--- src/rtl/drive_arbiter.sv ---
// Drive arbiter: selects between Arduino manual commands and the autonomous planner,
// blanking the motor to STOP on every mode switch. Optional manual watchdog: DRIVE_ARBITER_WATCHDOG_EN.
module drive_arbiter #(
    parameter int unsigned BLANK_CYCLES   = 4,
    parameter int unsigned TIMEOUT_CYCLES = 50_000_000
) (
    input  logic       clk,
    input  logic       reset,
    input  logic       cmd_valid,
    input  logic [7:0] cmd_data,
    input  logic       auto_valid,
    input  logic [2:0] auto_cmd,
    output logic       auto_ready,
    output logic [2:0] motor_cmd,
    output logic       manual_on,
    output logic       auto_on,
    output logic       switching,
    output logic       wd_trip
);

    localparam int unsigned BLANK_W = 8;
    localparam int unsigned WD_W    = 26;
    localparam logic [2:0]         MOTOR_STOP = 3'd0;
    localparam logic [BLANK_W-1:0] BLANK_LOAD = BLANK_W'(BLANK_CYCLES - 1);

    typedef enum logic [1:0] {
        ST_INIT,
        ST_MANUAL,
        ST_AUTO,
        ST_SWITCH
    } state_e;

    state_e             state_q, state_d;
    logic [2:0]         motor_q, motor_d;
    logic [BLANK_W-1:0] blank_q, blank_d;
    logic               target_auto_q, target_auto_d;
    logic               manual_on_q, manual_on_d;
    logic               auto_on_q, auto_on_d;
    logic               switching_q, switching_d;

    logic       go_manual;
    logic       go_auto;
    logic       is_move;
    logic [2:0] move_code;
    logic [2:0] auto_code;

`ifdef DRIVE_ARBITER_WATCHDOG_EN
    localparam logic [WD_W-1:0] WD_LIMIT = WD_W'(TIMEOUT_CYCLES);
    logic [WD_W-1:0] wd_cnt_q, wd_cnt_d;
    logic            wd_trip_q, wd_trip_d;
`endif

    // Command byte decode
    always_comb begin
        go_manual = cmd_valid && (cmd_data == 8'h00);
        go_auto   = cmd_valid && (cmd_data == 8'hFF);
        is_move   = cmd_valid && (cmd_data >= 8'h01) && (cmd_data <= 8'h05);
        move_code = (cmd_data == 8'h05) ? MOTOR_STOP : cmd_data[2:0];
        auto_code = (auto_cmd > 3'd4) ? MOTOR_STOP : auto_cmd;
    end

    // Next-state, motor and handshake logic
    always_comb begin
        state_d       = state_q;
        motor_d       = motor_q;
        blank_d       = blank_q;
        target_auto_d = target_auto_q;
        auto_ready    = 1'b0;
`ifdef DRIVE_ARBITER_WATCHDOG_EN
        wd_cnt_d      = wd_cnt_q;
        wd_trip_d     = wd_trip_q;
`endif

        case (state_q)
            ST_INIT: begin
                motor_d = MOTOR_STOP;
                if (go_manual) state_d = ST_MANUAL;
            end
            ST_MANUAL: begin
                if (go_auto) begin
                    state_d       = ST_SWITCH;
                    target_auto_d = 1'b1;
                    blank_d       = BLANK_LOAD;
                    motor_d       = MOTOR_STOP;
                end else if (is_move) begin
                    motor_d = move_code;
                end
            end
            ST_AUTO: begin
                // A manual request in the same cycle wins over the planner handshake
                auto_ready = !go_manual;
                if (go_manual) begin
                    state_d       = ST_SWITCH;
                    target_auto_d = 1'b0;
                    blank_d       = BLANK_LOAD;
                    motor_d       = MOTOR_STOP;
                end else if (auto_valid) begin
                    motor_d = auto_code;
                end
            end
            ST_SWITCH: begin
                motor_d = MOTOR_STOP;
                if (go_manual || go_auto) begin
                    target_auto_d = go_auto;
                    blank_d       = BLANK_LOAD;
                end else if (blank_q == '0) begin
                    state_d = target_auto_q ? ST_AUTO : ST_MANUAL;
                end else begin
                    blank_d = blank_q - 1'b1;
                end
            end
            default: begin
                state_d = ST_INIT;
                motor_d = MOTOR_STOP;
            end
        endcase

`ifdef DRIVE_ARBITER_WATCHDOG_EN
        // Idle-time watchdog, only live while staying in MANUAL
        if ((state_q == ST_MANUAL) && (state_d == ST_MANUAL)) begin
            if (is_move) begin
                wd_cnt_d  = '0;
                wd_trip_d = 1'b0;
            end else if (wd_cnt_q != WD_LIMIT) begin
                wd_cnt_d = wd_cnt_q + 1'b1;
            end
            if (wd_cnt_d == WD_LIMIT) begin
                motor_d   = MOTOR_STOP;
                wd_trip_d = 1'b1;
            end
        end else begin
            wd_cnt_d  = '0;
            wd_trip_d = 1'b0;
        end
`endif

        manual_on_d = (state_d == ST_MANUAL);
        auto_on_d   = (state_d == ST_AUTO);
        switching_d = (state_d == ST_SWITCH);
    end

    always_ff @(posedge clk or posedge reset) begin
        if (reset) begin
            state_q       <= ST_INIT;
            motor_q       <= MOTOR_STOP;
            blank_q       <= '0;
            target_auto_q <= 1'b0;
            manual_on_q   <= 1'b0;
            auto_on_q     <= 1'b0;
            switching_q   <= 1'b0;
        end else begin
            state_q       <= state_d;
            motor_q       <= motor_d;
            blank_q       <= blank_d;
            target_auto_q <= target_auto_d;
            manual_on_q   <= manual_on_d;
            auto_on_q     <= auto_on_d;
            switching_q   <= switching_d;
        end
    end

`ifdef DRIVE_ARBITER_WATCHDOG_EN
    always_ff @(posedge clk or posedge reset) begin
        if (reset) begin
            wd_cnt_q  <= '0;
            wd_trip_q <= 1'b0;
        end else begin
            wd_cnt_q  <= wd_cnt_d;
            wd_trip_q <= wd_trip_d;
        end
    end

    assign wd_trip = wd_trip_q;
`else
    assign wd_trip = 1'b0;
`endif

    assign motor_cmd = motor_q;
    assign manual_on = manual_on_q;
    assign auto_on   = auto_on_q;
    assign switching = switching_q;

endmodule

--- config.mk ---
export PLATFORM = sky130hd
export DESIGN_NAME = drive_arbiter
export DESIGN_NICKNAME = d
export VERILOG_FILES = /design/src/rtl/drive_arbiter.sv
export SDC_FILE = /design/constraint.sdc
export NUM_CORES = 1
export LEC_CHECK = 0
export CELL_PAD_IN_SITES_DETAIL_PLACEMENT = 0
export CELL_PAD_IN_SITES_GLOBAL_PLACEMENT = 2
export CORE_MARGIN = 5
export CORE_UTILIZATION = 32
export CTS_CLUSTER_SIZE = 10
export DETAILED_ROUTE_END_ITERATION = 6
export PLACE_DENSITY = 0.95
export SYNTH_ARGS = -nofsm -noshare
export SYNTH_HDL_FRONTEND = slang
export SYNTH_SLANG_ARGS = --single-unit
--- constraint.sdc ---
create_clock -name clk -period 5.3 [get_ports clk]
set_clock_uncertainty 0.2 [all_clocks]
set_input_delay 0.53 -clock clk [delete_from_list [all_inputs] [get_ports clk]]
set_output_delay 0.53 -clock clk [all_outputs]
set_load 0.03 [all_outputs]
==> summary.txt <==
Outcome
  – Status: complete, no violations

Yosys
  – Post-Synth Simple-Gate Area: 0.2630
  – FFs w/ async S/R, synth: 1.000
  – Mapped Area: between 900 and 1000 sq um
  – Complex-gate fraction of the synthesized area: 0.1410
  – Area share of fa/ha/maj cells after synthesis: 0.02541
  – Share of the yosys chip area belonging to registers: 0.4320
  – Largest family of logic cells by synthesized area: simple AND/OR/NAND/NOR gates
  – Syn_nets: 119
  – Synth Area in XOR/XNOR: 0.02668
  – Synth cell types: 38
  – Yosys reg bits: 17
  – Post-Syn Instances: roughly 100
  – Mux contribution to synthesized area: 0.06480
  – EDFF count, synth: 0
  – Mean Syn Cell Area: slightly below 10 sq um
  – Synth Warn #: 0
  – Ys flop type: dfrtp_1

Clock network
  – CTS Buffer Depth: 2
  – Hold buffer count at CTS: 0
  – CTS tree: built
  – Total CTS buffers: 3
  – H-tree depth: 1
  – Skew-Pair Late Insertion Delay: approximately 0.29 ns
  – Clk sinks: 17
  – # resized after CTS: 0
  – Worst-path clk slew: 0.10 ns
  – # Post-CTS Setup Buffers: 0
  – CTS root buf: clkbuf_4

GRT
  – Grt met1 use: 0.1302
  – Largest net degree at the start of global routing: 18
  – GRT Util Overall: 0.1047
  – Grt total ovfl: 0
  – Grt peak-use layer: met2
  – Initial antenna violation count: 0
  – Vias in the first global route: 832
  – Met2 Use GR: 0.1820
  – First-pass GRT wire length: 3546 um
  – GR Layer Usage met3: 0.01026

Die
  – Die X: about 65 um
  – Initial Utilization: 0.3279
  – Die area: 4286 sq um
  – # rows: 20
  – Core area: 3003 sq um
  – IO Pins: 23
  – Die height: 65.47 um

Setup path
  – Data required, critical path: between 4 and 5 ns
  – CP Class: primary input to output port
  – Data arrival, critical path: between 2 and 3 ns
  – Startpoint types: primary input
  – Maximum fanout along the worst path: 8
  – Worst setup EP type: output port

Route
  – Post-route ant nets: 0
  – Residual DRC: 0
  – Vias per cell: between 5 and 6
  – Via Count: 821
  – Drt initial violations: 33
  – TritonRoute pass-1 iters: 6
  – Final WL: 2134 um
  – Routed wire per std cell: around 14 um

Min path
  – Min-Delay Path Class: flip-flop to flip-flop

Power
  – Maximum vdd ir drop: 0.05671 mV
  – Pleak: a little under 0.5 nW
  – Total power: around 0.00024 W
  – Power Density: roughly 200 nW/um^2

STA
  – RSZ-0062 raised after global routing: false
  – Final Max Slew Viols: 0
  – Final min period: around 3.4 ns
  – Hold Violations, Final: 0
  – Final cycle utilization of the critical path: 0.6388
  – Highest clock rate: between 200 and 300 MHz
  – Slew HR: 0.5718
  – Final setup violation count: 0
  – Setup WS post-layout: ~1.9 ns
  – Sum of negative setup slack: 0 ns
  – Worst-Margin Slew: between 0.6 and 0.7 ns

Finish
  – Area grow syn2layout: 26.68%
  – Final std cells w/o fill: between 150 and 200
  – Most frequent cells in the layout: 21 x clkdlybuf4s50_1, 17 x dfrtp_1, 11 x nand2_1
  – Fin util: 0.4154
  – Commonest non-fill, non-tap cell in the layout: clkdlybuf4s50_1
  – Ratio of cells with drive above 1 in the final layout: 0.1371
  – ANT cells: 0
  – Nets: 142

Placement
  – Final GP Congestion: between 0.7 and 0.8
  – Placed cells: between 150 and 200
  – Pre-CTS WS: ~1.9 ns
  – HPWL after DPL: approximately 1700 um
  – Port buffer count: 21

Flow run
  – Max_cap viols: 0
-- per-stage QoR --
step | hold WS [ns] | area [sq um]
global placement | 0.3051 | 1220
floorplan | 0.2561 | 984.7
detailed placement | 0.2994 | 1220
finish | 0.3247 | 1247
CTS | 0.3302 | 1247
global route | 0.3387 | 1247
-- logic make-up (layout without fill, tap and decap cells) --
kind of cell | Yosys count | in the layout
AO/OA/AOI/OAI | 18 | 18
XOR/XNOR | 3 | 3
adder cells (fa/ha/maj) | 2 | 2
buffers and inverters | 10 | 32
flip-flops | 17 | 17
multiplexers | 5 | 5
other | 1 | 1
AND/OR/NAND/NOR | 46 | 46
-- critical path, stage by stage --
cell and delay [ns]:
clkdlybuf4s50_1 0.44, or4_4 0.57, nor3b_4 0.40, nor3_4 0.11, clkdlybuf4s50_1 0.61
-- final cells by class --
| class | count | area [sq um] |
|---|---|---|
| clock buffers | 3 | 22.52 |
| well taps | 33 | 41.29 |
| multi-input cells | 75 | 516.7 |
| flip-flops and latches | 17 | 425.4 |
| repair buffers | 21 | 210.2 |
| fillers | 297 | 1755 |
| clock inverters | 1 | 5.005 |
| inverters | 7 | 26.28 |
-- path summary, 6_finish.rpt --
check | startpoint | endpoint | slack [ns] | depth (start not counted)
setup reg to reg | blank_q[0] | state_q[1] | 3.19 | 7
setup / recovery | cmd_data[3] | auto_ready | 1.91 | 5
max in group asynchronous | reset | target_auto_q | 4.08 | 2
hold reg to reg | motor_cmd[1] | motor_cmd[1] | 0.32 | 1
hold / removal | motor_cmd[1] | motor_cmd[1] | 0.32 | 1
min in group asynchronous | reset | state_q[1] | 0.41 | 2
-- where the power goes --
part           internal, W  total (W)  switching [W]
Sequential        0.000133   0.000136     0.00000343
Combinational    0.0000198  0.0000387      0.0000189
Clock            0.0000281  0.0000691      0.0000410
-- synthesized netlist by cell type (all sizes together) (2+ instances only) --
cell type  count  share of area
nand4          2          0.013
o21ai          4          0.024
nor3b          2          0.027
inv            7          0.027
o31ai          3          0.023
nand3          3          0.015
nor2           8          0.030
nor3          10          0.062
nand2         11          0.042
dfrtp         17           0.43
xor2           2          0.018
a21oi          3          0.027
o22ai          2          0.013
ha             2          0.025
a32o           3          0.030
buf            2          0.013
mux2           5          0.065
or3            3          0.020
-- state kept, by name (all words and copies together), names as in the netlist --
register,cells
manual_on,1
switching,1
motor_cmd,3
state_q,2
target_auto_q,1
auto_on,1
blank_q,8
-- metal layers --
layer / routed length (um) / vias up
li1: - / 412
met1: 945 / 397
met2: 1119 / 10
met3: 44 / 2
met4: 25 / 0
met5: 0 / -
(Power assumes the default switching activity.)
